## src/rtl/pc_unit_ras.sv

```systemverilog
// Program-counter unit with a circular return-address stack for CALL/RET.
// Optional exception entry/return (exc_req, eret, epc) is enabled by defining PC_EXC_EN.
module pc_unit_ras #(
  parameter int              PC_W      = 16,
  parameter int              RAS_DEPTH = 4,
  parameter logic [PC_W-1:0] RESET_VEC = '0,
  parameter int              INC       = 1,
  parameter logic [PC_W-1:0] EXC_VEC   = PC_W'(8)
) (
  input  logic            clk,
  input  logic            proc_rst,
  input  logic            pc_write,
  input  logic [2:0]      pc_op,
  input  logic [PC_W-1:0] target,
  input  logic [PC_W-1:0] offset,
`ifdef PC_EXC_EN
  input  logic            exc_req,
  input  logic            eret,
  output logic [PC_W-1:0] epc,
`endif
  output logic [PC_W-1:0] pc_out,
  output logic            ras_empty,
  output logic            ras_full,
  output logic            ras_ovf,
  output logic            ras_unf
);

  localparam int PTR_W = $clog2(RAS_DEPTH);
  localparam int CNT_W = $clog2(RAS_DEPTH + 1);

  typedef enum logic [2:0] {
    OP_SEQ    = 3'b000,
    OP_JUMP   = 3'b001,
    OP_BRANCH = 3'b010,
    OP_CALL   = 3'b011,
    OP_RET    = 3'b100
  } pc_op_e;

  logic [PC_W-1:0]  pc_q;
  logic [PC_W-1:0]  pc_next;
  logic [PC_W-1:0]  pc_seq;
  logic [PC_W-1:0]  ras_mem [RAS_DEPTH];
  logic [PTR_W-1:0] ras_ptr;
  logic [PTR_W-1:0] ras_ptr_prev;
  logic [CNT_W-1:0] ras_cnt;
  logic             push;
  logic             pop;
  logic             set_ovf;
  logic             set_unf;
  logic             ovf_q;
  logic             unf_q;
`ifdef PC_EXC_EN
  logic [PC_W-1:0]  epc_q;
  logic             epc_load;
`endif

  // ras_ptr is the next free slot; when full it also holds the oldest entry,
  // so a push while full naturally overwrites the oldest return address.
  assign pc_seq       = pc_q + PC_W'(INC);
  assign ras_ptr_prev = ras_ptr - PTR_W'(1);
  assign ras_empty    = (ras_cnt == '0);
  assign ras_full     = (ras_cnt == CNT_W'(RAS_DEPTH));
  assign pc_out       = pc_q;
  assign ras_ovf      = ovf_q;
  assign ras_unf      = unf_q;

  always_comb begin
    pc_next = pc_q;
    push    = 1'b0;
    pop     = 1'b0;
    set_ovf = 1'b0;
    set_unf = 1'b0;
`ifdef PC_EXC_EN
    epc_load = 1'b0;
`endif
    if (pc_write) begin
      case (pc_op_e'(pc_op))
        OP_SEQ:    pc_next = pc_seq;
        OP_JUMP:   pc_next = target;
        OP_BRANCH: pc_next = pc_q + offset;
        OP_CALL: begin
          pc_next = target;
          push    = 1'b1;
          set_ovf = ras_full;
        end
        OP_RET: begin
          if (ras_empty) begin
            pc_next = pc_seq;
            set_unf = 1'b1;
          end else begin
            pc_next = ras_mem[ras_ptr_prev];
            pop     = 1'b1;
          end
        end
        default: pc_next = pc_q;
      endcase
    end
`ifdef PC_EXC_EN
    // Exception entry beats exception return, which beats any pending op.
    if (exc_req) begin
      pc_next  = EXC_VEC;
      epc_load = 1'b1;
      push     = 1'b0;
      pop      = 1'b0;
      set_ovf  = 1'b0;
      set_unf  = 1'b0;
    end else if (eret) begin
      pc_next = epc_q;
      push    = 1'b0;
      pop     = 1'b0;
      set_ovf = 1'b0;
      set_unf = 1'b0;
    end
`endif
  end

  always_ff @(posedge clk or posedge proc_rst) begin
    if (proc_rst) begin
      pc_q    <= RESET_VEC;
      ras_ptr <= '0;
      ras_cnt <= '0;
      ovf_q   <= 1'b0;
      unf_q   <= 1'b0;
    end else begin
      pc_q <= pc_next;
      if (push) begin
        ras_ptr <= ras_ptr + PTR_W'(1);
        if (!ras_full) ras_cnt <= ras_cnt + CNT_W'(1);
      end else if (pop) begin
        ras_ptr <= ras_ptr_prev;
        ras_cnt <= ras_cnt - CNT_W'(1);
      end
      if (set_ovf) ovf_q <= 1'b1;
      if (set_unf) unf_q <= 1'b1;
    end
  end

  // Storage has no reset; gating with proc_rst stops a push on an aborted edge.
  always_ff @(posedge clk) begin
    if (push && !proc_rst) ras_mem[ras_ptr] <= pc_seq;
  end

`ifdef PC_EXC_EN
  always_ff @(posedge clk or posedge proc_rst) begin
    if (proc_rst) epc_q <= '0;
    else if (epc_load) epc_q <= pc_q;
  end

  assign epc = epc_q;
`endif

endmodule

```

## config.mk

```make
export PLATFORM = sky130hd
export DESIGN_NAME = pc_unit_ras
export DESIGN_NICKNAME = d
export VERILOG_FILES = /design/src/rtl/pc_unit_ras.sv
export SDC_FILE = /design/constraint.sdc
export NUM_CORES = 1
export LEC_CHECK = 0
export ABC_CLOCK_PERIOD_IN_PS = 3200
export CORE_UTILIZATION = 41
export CTS_CLUSTER_DIAMETER = 40
export CTS_CLUSTER_SIZE = 14
export DETAILED_ROUTE_END_ITERATION = 10
export PLACE_DENSITY = 0.66
export SYNTH_ARGS = -nofsm -noshare
export SYNTH_HDL_FRONTEND = slang
export SYNTH_SLANG_ARGS = --single-unit
export TNS_END_PERCENT = 20
```

## constraint.sdc

```tcl
create_clock -name clk -period 3.2 [get_ports clk]
set_clock_uncertainty 0.15 [all_clocks]
set_input_delay 0.32 -clock clk [delete_from_list [all_inputs] [get_ports clk]]
set_output_delay 0.32 -clock clk [all_outputs]
set_load 0.02 [all_outputs]
```

---- Word-level counts from Yosys, hierarchy flattened ----
Memories as Yosys holds them, arrays and structs flattened.
Index checks and enable logic that the tools add are counted.
word-level totals
  flip-flop bits (word level) ............. 23
  RAM bits ................................ 64
  input bits .............................. 38
  output and inout port bits .............. 20
  memories ................................ 1
cells by class
  add/subtract/negate cells ............... 6
  eq/ne operators ......................... 6
  multiplexer cells ....................... 19
  reduce and logical (&&, ||, !) cells .... 9
memory list
  memory   depth  bits a word  rd ports  clocked after Yosys merged registers in  wr ports  RTL line  source
  ras_mem  4      16           1         0                                        1         42        logic [PC_W-1:0] ras_mem [RAS_DEPTH];
operators with widths
  kind                   count
  $pmux 16 s4            1
  $add 16x1->16 const B  1
  $add 16x16->16         1
  $mux 16                1
  $mux 1                 12
  $mux 3                 3
  $eq 3x2->1 const B     2
  $eq 3x3->1 const B     2
  $logic_not 3->1        2
  $mux 2                 2
  $reduce_and 2->1       2
  $reduce_bool 4->1      1
  $add 3x1->3 const B    1
  $eq 3x1->1 const B     1
  $sub 3x1->3 const B    1
  $add 2x1->2 const B    1
  $ne 2x2->1 const B     1
  $reduce_bool 2->1      1
  $reduce_or 2->1        1
  $sub 2x1->2 const B    1
  $logic_and 1x1->1      1
  $logic_not 1->1        1

---- Longest topological paths before layout ----
Gate-level depths: netlist of the first run.
  word-level depth ........................ 6
  gate-level depth with buffers ........... 11

---- Least setup slack after synthesis of the first run ----
Ideal clock, no wire load.
  path type ............................... reg-to-reg
  start ................................... reg ras_ptr[0]
  end ..................................... reg pc_q[7] (netlist: pc_out[7])
  library setup time ...................... 0.119 ns
  arrival ................................. 2.555 ns
  path slack .............................. 0.377 ns
  stages on the path, launching flop included .. 11
  period minus slack after synthesis ...... 2.823 ns
  cell sequence ........................... dfrtp_1 > buf_6 > buf_4 > inv_1 > ha_1 > clkbuf_1 > buf_1 > mux4_2 > a221oi_1 > o221ai_1 > o21a_1
between the ends
  longest elaborated chain between the ends .. 4
RTL lines
  what                    RTL line  source
  start, declared         43        logic [PTR_W-1:0] ras_ptr;
  start signal, assigned  127       ras_ptr <= ras_ptr + PTR_W'(1);
  start signal, assigned  130       ras_ptr <= ras_ptr_prev;
  $sub 2x1->2             60        assign ras_ptr_prev = ras_ptr - PTR_W'(1);
  $mem_v2 4x16            --
  $mux 16                 87        if (ras_empty) begin
  $pmux 16 s4             77        case (pc_op_e'(pc_op))
  end signal, assigned    125       pc_q <= pc_next;
  end, declared           39        logic [PC_W-1:0] pc_q;
No other way between the ends.
A chain may end at the register's enable or synchronous reset.

---- Worst setup path after layout of the first run ----
  start ................................... reg pc_q[0] (netlist: pc_out[0])
  end ..................................... reg pc_q[8] (netlist: pc_out[8])
between the ends
  longest elaborated chain between the ends .. 3
  elaborated cells between the ends (all ways) .. 4
  classes of those cells .................. 2 x add/sub; 2 x mux
RTL lines
  what             RTL line  source
  $add 16x1->16    59        assign pc_seq = pc_q + PC_W'(INC);
  $mux 16          87
  $pmux 16 s4 (*)  77
Mark *: on every way between the ends. The rest lies on a longest branch, timed or not.

==> summary.txt, run 1 <==
Outcome - finished, final reports clean
Worst rel slew slack - 0.466
Yosys top cell by area - edfxtp_1
Post-synth EDFFs - 64
CP peak stage delay - 0.49 ns
# resized after CTS - 0
WL/cell - 19.0 µm
Hpwl dp - 8.34 mm
RD Place Congestion - 0.839
Clock transition at the registers of the reported paths - 0.06 ns
Initial DRC count - 259
Final setup TNS - 0 ns
Hold Crit Class - input port to async pin
CTS buffer count - 9
Maximum vdd drop - 0.301 mV
FFs w/ async S/R, synth - 0.264
Synth top area share - 0.404
R2r endpoint - pc_out[8]
Worst Setup Path Type - register to register
Die Footprint - 0.0120 mm²
Std cell rows - 38
Most common cell after layout, fill and taps aside - edfxtp_1
CTS root buf - clkbuf_16
Clock latency on the worst-skew pair - 0.33 ns
Synth cell types - 60
Die Span Y - 110 µm
Critical Path RT - 3.27 ns
Post-Syn Area per Cell - 12.2 µm²
Layout cells sized above 1 - 0.0987
Reg-to-reg slack, setup - 0.45 ns
Worst EP arrival - 2.82 ns
Multi-input gate area - 0.00214 mm²
Hold buffers post-CTS - 0
Final critical-path required period - 2.75 ns
N_diodes - 0
Remaining antenna violation count - 0
Initial antenna violation count - 0
Area grow syn2layout - 21.9%
Total core area - 0.0111 mm²
Worst setup SP type - register
PD cells - 768 mW/mm²
Reg2reg start - pc_out[0]
Synthesized area - 0.00476 mm²
Vias post-DR - 3455
Sequential share of the synthesized area - 0.525
Post-synth net total - 449
Initial Util - 0.430
Crit path capture type - register
CTS sink cnt - 87
Grt ovf - 0
Worst Path Max Fanout - 7
Length of the first detailed-routing pass in iterations - 4
GRT Util Overall - 0.204
TritonCTS clock tree - built
Most used flip-flop cell after synthesis - edfxtp_1
Fmax - 364 MHz
Drt drc - 0
Fin nets - 511
CTS Buffer Depth - 2
Post-synthesis cell count - 389
Final Hold Viols - 0
Tot Pwr - 4.45 mW
LEAKAGE - 2.11 nW
Most frequent cells in the layout - edfxtp_1, clkdlybuf4s50_1, nand2_1, nor2_1, dfrtp_1
Worst slew pin tran - 0.801 ns
Buffers plus inverters on the worst setup path - 1
Final WL - 11.3 mm
Slew Viols, Final - 0
Die width - 110 µm
RSZ-0062 raised after global routing - no
Largest net degree at the start of global routing - 26
Sequential Area - 0.00250 mm²
Final period util - 0.859
Crit path max-delay family - compound AO/OA/AOI/OAI gates
First-pass GRT wire length - 17.8 mm
Seq cells post-synth - 87
Ranking of synthesized cells by area - edfxtp_1, dfrtp_1, ha_1
Setup violators final - 0
Ports - 58
Setup Buffers After CTS - 0
Vias in the first global route - 3430
Reg2reg path depth - 9
Avg Vias per Cell - 5.80
Port Buffers - 57
Maxcap violations - 0
Cells along the critical path - ha_1, inv_1, fa_1, nand2b_1, a21oi_1, o22ai_1, xnor2_1, a221o_1, o21a_1
Fill count - 930
CTS H-tree depth - 3
Slowest-stage cell, CP - dfrtp_1
YS warnings - 0
## layout make-up
| type | count | area share |
|---|---|---|
| Clock buffer | 9 | 0.0388 |
| Clock inverter | 7 | 0.0119 |
| Inverter | 9 | 0.00582 |
| Multi-Input combinational cell | 275 | 0.369 |
| Sequential cell | 87 | 0.430 |
| Tap cell | 140 | 0.0302 |
| Timing Repair Buffer | 69 | 0.114 |
## cells by family after synthesis
kind of cell / synth area share
DFF: 0.525
and+or+nand+nor: 0.115
muxes: 0.0820
AOI/OAI and AO/OA: 0.141
adders and majority gates: 0.0610
buffers and inverters: 0.0252
xor gates and xnor gates: 0.0515
## synth_stat cells (all sizes together), types with 4 or more instances
cell type,number
a21o,6
a21oi,16
a221o,4
a221oi,10
a22oi,4
a31oi,7
and3,10
buf,8
clkbuf,10
dfrtp,23
edfxtp,64
ha,20
inv,9
mux4,16
nand2,39
nand2b,6
nand3,12
nand4,4
nor2,24
nor3,7
o21a,6
o21ai,16
xnor2,17
xor2,11
## worst register-to-register path, cell delays in order (launching register included)
cell      delay (ns)
dfrtp_1         0.49
ha_1            0.23
inv_1           0.06
fa_1            0.37
nand2b_1        0.19
a21oi_1         0.27
o22ai_1         0.26
xnor2_1         0.19
a221o_1         0.31
o21a_1          0.11
## worst max-delay path by stage
stage	from	end	cells after the start
after floorplan	ras_ptr[0]	pc_out[7]	10
after global placement	offset[0]	pc_out[8]	10
after detailed placement	offset[0]	pc_out[10]	10
after CTS	pc_out[0]	pc_out[10]	9
after global routing	pc_out[0]	pc_out[10]	9
final	pc_out[0]	pc_out[8]	9
## power by group
| group | leakage (nW) | total, mW | switching (mW) | internal [mW] |
|---|---|---|---|---|
| clock network | 0.144 | 1.03 | 0.421 | 0.604 |
| logic | 1.13 | 1.80 | 0.967 | 0.830 |
| registers | 0.844 | 1.63 | 0.204 | 1.43 |
| total | 2.11 | 4.45 | 1.59 | 2.86 |
## per-stage QoR
stage               setup WS (ns)  hold WS, ns  instances  cell area [µm²]   util
floorplan                   0.377        0.193        389             4760      -
global placement            0.314        0.289        580             5510  0.497
global route                0.262        0.324        596             5800  0.524
finish                      0.450        0.316        596             5800  0.524
CTS                         0.456        0.312        596             5800  0.524
detailed placement          0.221        0.301        580             5510  0.497
## metal layers
metal | routed length, µm | global-route usage | up-vias | part of all wire
met1 | 5050 | 0.256 | 1699 | 0.45
met5 | 0 | 0 | - | 0
met2 | 5560 | 0.345 | 106 | 0.49
met3 | 477 | 0.0350 | 18 | 0.042
met4 | 254 | 0.0905 | 0 | 0.022
li1 | - | - | 1632 | -
## flip-flops by register name, indices dropped and copies added (netlist names)
register  flops
ras_ovf       1
ras_unf       1
ras_cnt       3
ras_mem      64
pc_out       16
ras_ptr       2
(Power assumes the default switching activity.)
==> run 2: changes to the inputs <==
--- a/config.mk
+++ b/config.mk
@@ -6,11 +6,13 @@
 export NUM_CORES = 1
 export LEC_CHECK = 0
 export ABC_CLOCK_PERIOD_IN_PS = 3200
+export CORE_ASPECT_RATIO = 0.5
 export CORE_UTILIZATION = 41
 export CTS_CLUSTER_DIAMETER = 40
 export CTS_CLUSTER_SIZE = 14
 export DETAILED_ROUTE_END_ITERATION = 10
 export PLACE_DENSITY = 0.66
+export SLEW_MARGIN = 20
 export SYNTH_ARGS = -nofsm -noshare
 export SYNTH_HDL_FRONTEND = slang
 export SYNTH_SLANG_ARGS = --single-unit
==> constraint.sdc (replaced) <==
create_clock -name clk -period 3.2 [get_ports clk]
set_clock_uncertainty 0.15 [all_clocks]
set_input_delay 0.96 -clock clk [delete_from_list [all_inputs] [get_ports clk]]
set_output_delay 0.96 -clock clk [all_outputs]
set_load 0.02 [all_outputs]
==> run 2 against run 1 <==
Against the previous run:
- combinational power up 11%
- hold slack lost 0.0060 ns
- flip-flop and latch count is the same
- non-clock buffer count up 31
- count of clock-buffer cells in the layout is the same
- critical path type is now register to output port
- first-iteration DRC count up 5.8%
- sequential share of layout area shrank 2.3 points
- highest routed layer unchanged
- die area rose by 0.21%
==> summary.txt, run 2 (synthesis gave the netlist of run 1 again) <==
Grt ovf - 0
CTS H-tree depth - 3
Maxcap violations - 0
Most common cell after layout, fill and taps aside - edfxtp_1
Worst Path Max Fanout - 4
Final critical-path required period - 3.05 ns
Clock transition at the registers of the reported paths - 0.07 ns
Die Span Y - 78.2 µm
Initial antenna violation count - 0
Largest net degree at the start of global routing - 19
LEAKAGE - 2.29 nW
Setup Buffers After CTS - 0
Crit path capture type - output port
CTS root buf - clkbuf_16
Switch share - 0.363
Port Buffers - 57
CTS buffer count - 9
Maximum vdd drop - 0.350 mV
NetSw - 1.71 mW
CTS sink cnt - 87
RD Place Congestion - 0.840
Flop pwr share - 0.348
# resized after CTS - 0
Clock latency on the worst-skew pair - 0.34 ns
Critical Path RT - 2.09 ns
Top reg by flops - ras_mem
Length of the first detailed-routing pass in iterations - 8
Slowest-stage cell, CP - clkdlybuf4s50_1
Hold buffers post-CTS - 0
Layout cells sized above 1 - 0.164
Setup violators final - 0
Largest register FFs - 64
RSZ-0062 raised after global routing - no
Area grow syn2layout - 28.8%
Most frequent cells in the layout - edfxtp_1, clkdlybuf4s50_1, nand2_1, buf_4, nor2_1
Crit path max-delay family - buffers and inverters
Clk pwr share - 0.229
Worst rel slew slack - 0.591
Hold Crit Class - register to register
Avg Vias per Cell - 5.60
Remaining antenna violation count - 0
Die width - 154 µm
Vias post-DR - 3538
Combinational Power Share - 0.423
Slew Viols, Final - 0
Worst EP arrival - 1.94 ns
Fmax - 328 MHz
Buffers plus inverters on the worst setup path - 1
Drt drc - 0
WL/cell - 18.7 µm
First-pass GRT wire length - 18.4 mm
PD cells - 770 mW/mm²
Initial DRC count - 274
Total core area - 0.0111 mm²
WHS - 0.310 ns
Final WL - 11.8 mm
Fill count - 935
Worst setup SP type - register
Fin nets - 542
Vias in the first global route - 3387
GRT Util Overall - 0.205
Cells along the critical path - nor3b_1, clkdlybuf4s50_1
Worst slew pin tran - 0.610 ns
N_diodes - 0
Final period util - 0.952
CP peak stage delay - 0.70 ns
CTS Buffer Depth - 2
Hpwl dp - 8.76 mm
Final Hold Viols - 0
Internal Power - 3.01 mW
TritonCTS clock tree - built
Outcome - finished, final reports clean
Initial Util - 0.427
Std cell rows - 27
Fin area - 0.00613 mm²
Ports - 58
Die Footprint - 0.0121 mm²
Post-Place Cell Area - 0.00580 mm²
Worst Setup Path Type - register to output port
[run 2: worst register-to-register path, delay by kind of cell, from the launching register on]
kind	cells	cell delay, ns
buffers and inverters	2	0.19
DFF	1	0.48
adders and majority gates	2	0.60
AOI/OAI and AO/OA	3	0.55
and+or+nand+nor	3	0.38
[run 2: metrics by stage]
step                      total power, mW   util  setup WS [ns]  TNS [ns]  std cells
after CTS                            4.71  0.548         0.0775         0        632
after global placement               3.61  0.520         -0.206    -0.811        616
after floorplan                      2.86      -          0.349         0        389
after detailed placement             3.62  0.520         -0.271     -1.18        616
final                                4.72  0.550          0.154         0        632
after global routing                 4.98  0.550         0.0241         0        632
[run 2: layer usage]
layer / part of all wire / vias to the layer above / track usage
li1: - / 1693 / -
met1: 0.48 / 1701 / 0.295
met2: 0.43 / 135 / 0.305
met3: 0.081 / 9 / 0.0602
met4: 0.0088 / 0 / 0.0475
met5: 0 / - / 0
[run 2: worst paths after layout]
kind,start,end,slack [ns],cells after the start
max,ras_cnt[0],ras_full,0.15,2
min,ras_unf,ras_unf,0.31,1
max reg2reg,pc_out[0],pc_out[6],0.73,10
min reg2reg,ras_unf,ras_unf,0.31,1
max in group asynchronous,proc_rst,pc_out[9],1.75,3
min in group asynchronous,proc_rst,pc_out[0],0.89,3
[run 2: cell type report]
class	instances	area, µm²	area share
clock inverters	7	90.1	0.0147
well taps	145	181	0.0296
repair buffers	100	943	0.154
flip-flops and latches	87	2500	0.407
multi-input cells	275	2160	0.352
inverters	9	33.8	0.00551
clock buffers	9	225	0.0367
[run 2: power groups by stage]
stage / clock, mW / sequential, mW / combinational [mW]
3_5_place_dp: 0 / 1.66 / 1.96
5_1_grt: 1.14 / 1.66 / 2.17
2_1_floorplan: 0 / 1.68 / 1.18
4_1_cts: 1.10 / 1.64 / 1.98
6_report: 1.08 / 1.64 / 2.00
3_3_place_gp: 0 / 1.66 / 1.95
==> run 3: changes to the inputs <==
--- a/config.mk
+++ b/config.mk
@@ -5,13 +5,14 @@
 export SDC_FILE = /design/constraint.sdc
 export NUM_CORES = 1
 export LEC_CHECK = 0
-export ABC_CLOCK_PERIOD_IN_PS = 3200
+export ABC_CLOCK_PERIOD_IN_PS = 3800
 export CORE_ASPECT_RATIO = 0.5
 export CORE_UTILIZATION = 41
 export CTS_CLUSTER_DIAMETER = 40
 export CTS_CLUSTER_SIZE = 14
 export DETAILED_ROUTE_END_ITERATION = 10
-export PLACE_DENSITY = 0.66
+export DONT_BUFFER_PORTS = 1
+export PLACE_DENSITY = 0.59
 export SLEW_MARGIN = 20
 export SYNTH_ARGS = -nofsm -noshare
 export SYNTH_HDL_FRONTEND = slang
==> constraint.sdc (replaced) <==
create_clock -name clk -period 3.8 [get_ports clk]
set_clock_uncertainty 0.15 [all_clocks]
set_input_delay 1.14 -clock clk [delete_from_list [all_inputs] [get_ports clk]]
set_output_delay 1.14 -clock clk [all_outputs]
set_load 0.02 [all_outputs]
==> run 3 against run 2 <==
Against the previous run:
- setup slack better by 0.66 ns
- highest routed layer unchanged
- via count down 7.3%
- flip-flop and latch count unchanged
- count of clock-buffer cells in the layout unchanged
- first-iteration DRC count rose by 30%
- wire length shrank 2.3%
==> summary.txt, run 3 (synthesis gave the netlist of run 1 again) <==
Place WS - 0.481 ns
CTS sink cnt - 87
Hold path startpoint - ras_cnt[2]
Internal Power - 2.34 mW
Switch share - 0.372
Final setup TNS - 0 ns
N_diodes - 0
Slowest-stage cell, CP - fa_1
Hold buffers post-CTS - 0
Crit path launch - offset[0]
Initial antenna violation count - 0
RSZ-0062 raised after global routing - no
Combinational Power Share - 0.347
Worst Path Max Fanout - 6
Largest net degree at the start of global routing - 27
NetSw - 1.38 mW
CTS buffer count - 9
Fin nets - 453
CTS Buffer Depth - 2
Critical Path RT - 3.88 ns
Total core area - 0.0111 mm²
Buffers plus inverters on the worst setup path - 1
Final Hold Viols - 0
Grt ovf - 0
Clk pwr share - 0.259
Final critical-path required period - 2.99 ns
Remaining antenna violation count - 0
Fmax - 335 MHz
Hold Crit Class - register to register
Clock latency on the worst-skew pair - 0.34 ns
First-pass GRT wire length - 18.2 mm
Length of the first detailed-routing pass in iterations - 7
Drt drc - 0
Final period util - 0.786
LEAKAGE - 1.90 nW
Crit path max-delay family - compound AO/OA/AOI/OAI gates
Crit path capture type - register
Port Buffers - 0
Setup violators final - 0
# resized after CTS - 0
Most frequent cells in the layout - edfxtp_1, nand2_1, nor2_1, dfrtp_1, ha_1
Most common cell after layout, fill and taps aside - edfxtp_1
GRT Util Overall - 0.203
Flop pwr share - 0.394
Vias post-DR - 3278
Worst EP arrival - 3.06 ns
Final WL - 11.5 mm
Initial DRC count - 355
Outcome - finished, final reports clean
Area grow syn2layout - 10.6%
CP peak stage delay - 0.37 ns
WL/cell - 21.3 µm
Die width - 154 µm
Layout cells sized above 1 - 0.113
Cells along the critical path - ha_1, inv_1, fa_1, nand2b_1, a21oi_1, o22ai_1, o2111ai_1, nand3_1, o31a_1
Top reg by flops - ras_mem
Maximum vdd drop - 0.287 mV
Worst setup SP type - input port
CTS root buf - clkbuf_16
Avg Vias per Cell - 6.04
Worst rel slew slack - 0.577
CTS H-tree depth - 3
Vias in the first global route - 3279
TritonCTS clock tree - built
Setup Buffers After CTS - 0
Worst slew pin tran - 0.631 ns
Largest register FFs - 64
Final worst slack - 0.815 ns
Fill count - 1002
Maxcap violations - 0
RD Place Congestion - 0.882
WHS - 0.368 ns
PD cells - 707 mW/mm²
Clock transition at the registers of the reported paths - 0.06 ns
Hpwl dp - 8.34 mm
Slew Viols, Final - 0
Layout Utilization - 0.472
Die Span Y - 78.2 µm
Worst Setup Path Type - input port to register
Initial Util - 0.427
Ports - 58
Std cell rows - 27
Reg2reg start - pc_out[0]
Die Footprint - 0.0121 mm²
-- run 3: changes by cell type in the layout (fill, tap and decap cells not counted), moves of 2 or more --
cell,change
clkdlybuf4s50_1,-57
buf_4,-28
buf_12,-4
clkinvlp_4,-2
-- run 3: routing by layer --
layer  vias to the layer above  track usage  share of wire
li1                       1525            -              -
met1                      1616        0.285           0.48
met2                       118        0.302           0.43
met3                        19       0.0558          0.077
met4                         0       0.0713          0.016
met5                         -            0              0
-- run 3: path summary, 6_finish.rpt --
path / endpoint / slack (ns) / cells after the start
setup reg to reg: pc_out[10] / 0.93 / 9
max in group asynchronous: pc_out[0] / 2.54 / 2
hold reg to reg: ras_cnt[2] / 0.37 / 1
setup / recovery: pc_out[10] / 0.81 / 9
hold / removal: ras_cnt[2] / 0.37 / 1
min in group asynchronous: ras_ptr[0] / 0.66 / 2
-- run 3: power groups by stage --
stage          combinational, mW  sequential [mW]  clock, mW
6_report                    1.29             1.47      0.964
5_1_grt                     1.42             1.48       1.02
4_1_cts                     1.29             1.46      0.981
3_5_place_dp                1.28             1.48          0
3_3_place_gp                1.24             1.47          0
2_1_floorplan              0.995             1.41          0
-- run 3: per-stage QoR --
step                      instance area [µm²]  power (mW)  std cells
after floorplan                          4760        2.41        389
after global placement                   4940        2.71        527
after detailed placement                 4940        2.76        527
after CTS                                5260        3.74        543
after global routing                     5260        3.92        543
final                                    5260        3.72        543
-- run 3: layout make-up --
class | count | area [µm²] | share of cell area
clock buffer | 9 | 225 | 0.0428
clock inverter | 7 | 103 | 0.0195
inverter | 9 | 33.8 | 0.00642
multi-input combinational | 275 | 2140 | 0.407
sequential | 87 | 2500 | 0.474
tap | 145 | 181 | 0.0345
timing repair buffer | 11 | 82.6 | 0.0157
-- run 3: worst reg2reg max path, delay by kind of cell, from the launching register on --
kind | cells | cell delay, ns
AO/OA/AOI/OAI | 4 | 1.02
AND/OR/NAND/NOR | 2 | 0.31
buffers and inverters | 1 | 0.06
adder cells (fa/ha/maj) | 2 | 0.64
flip-flops | 1 | 0.58
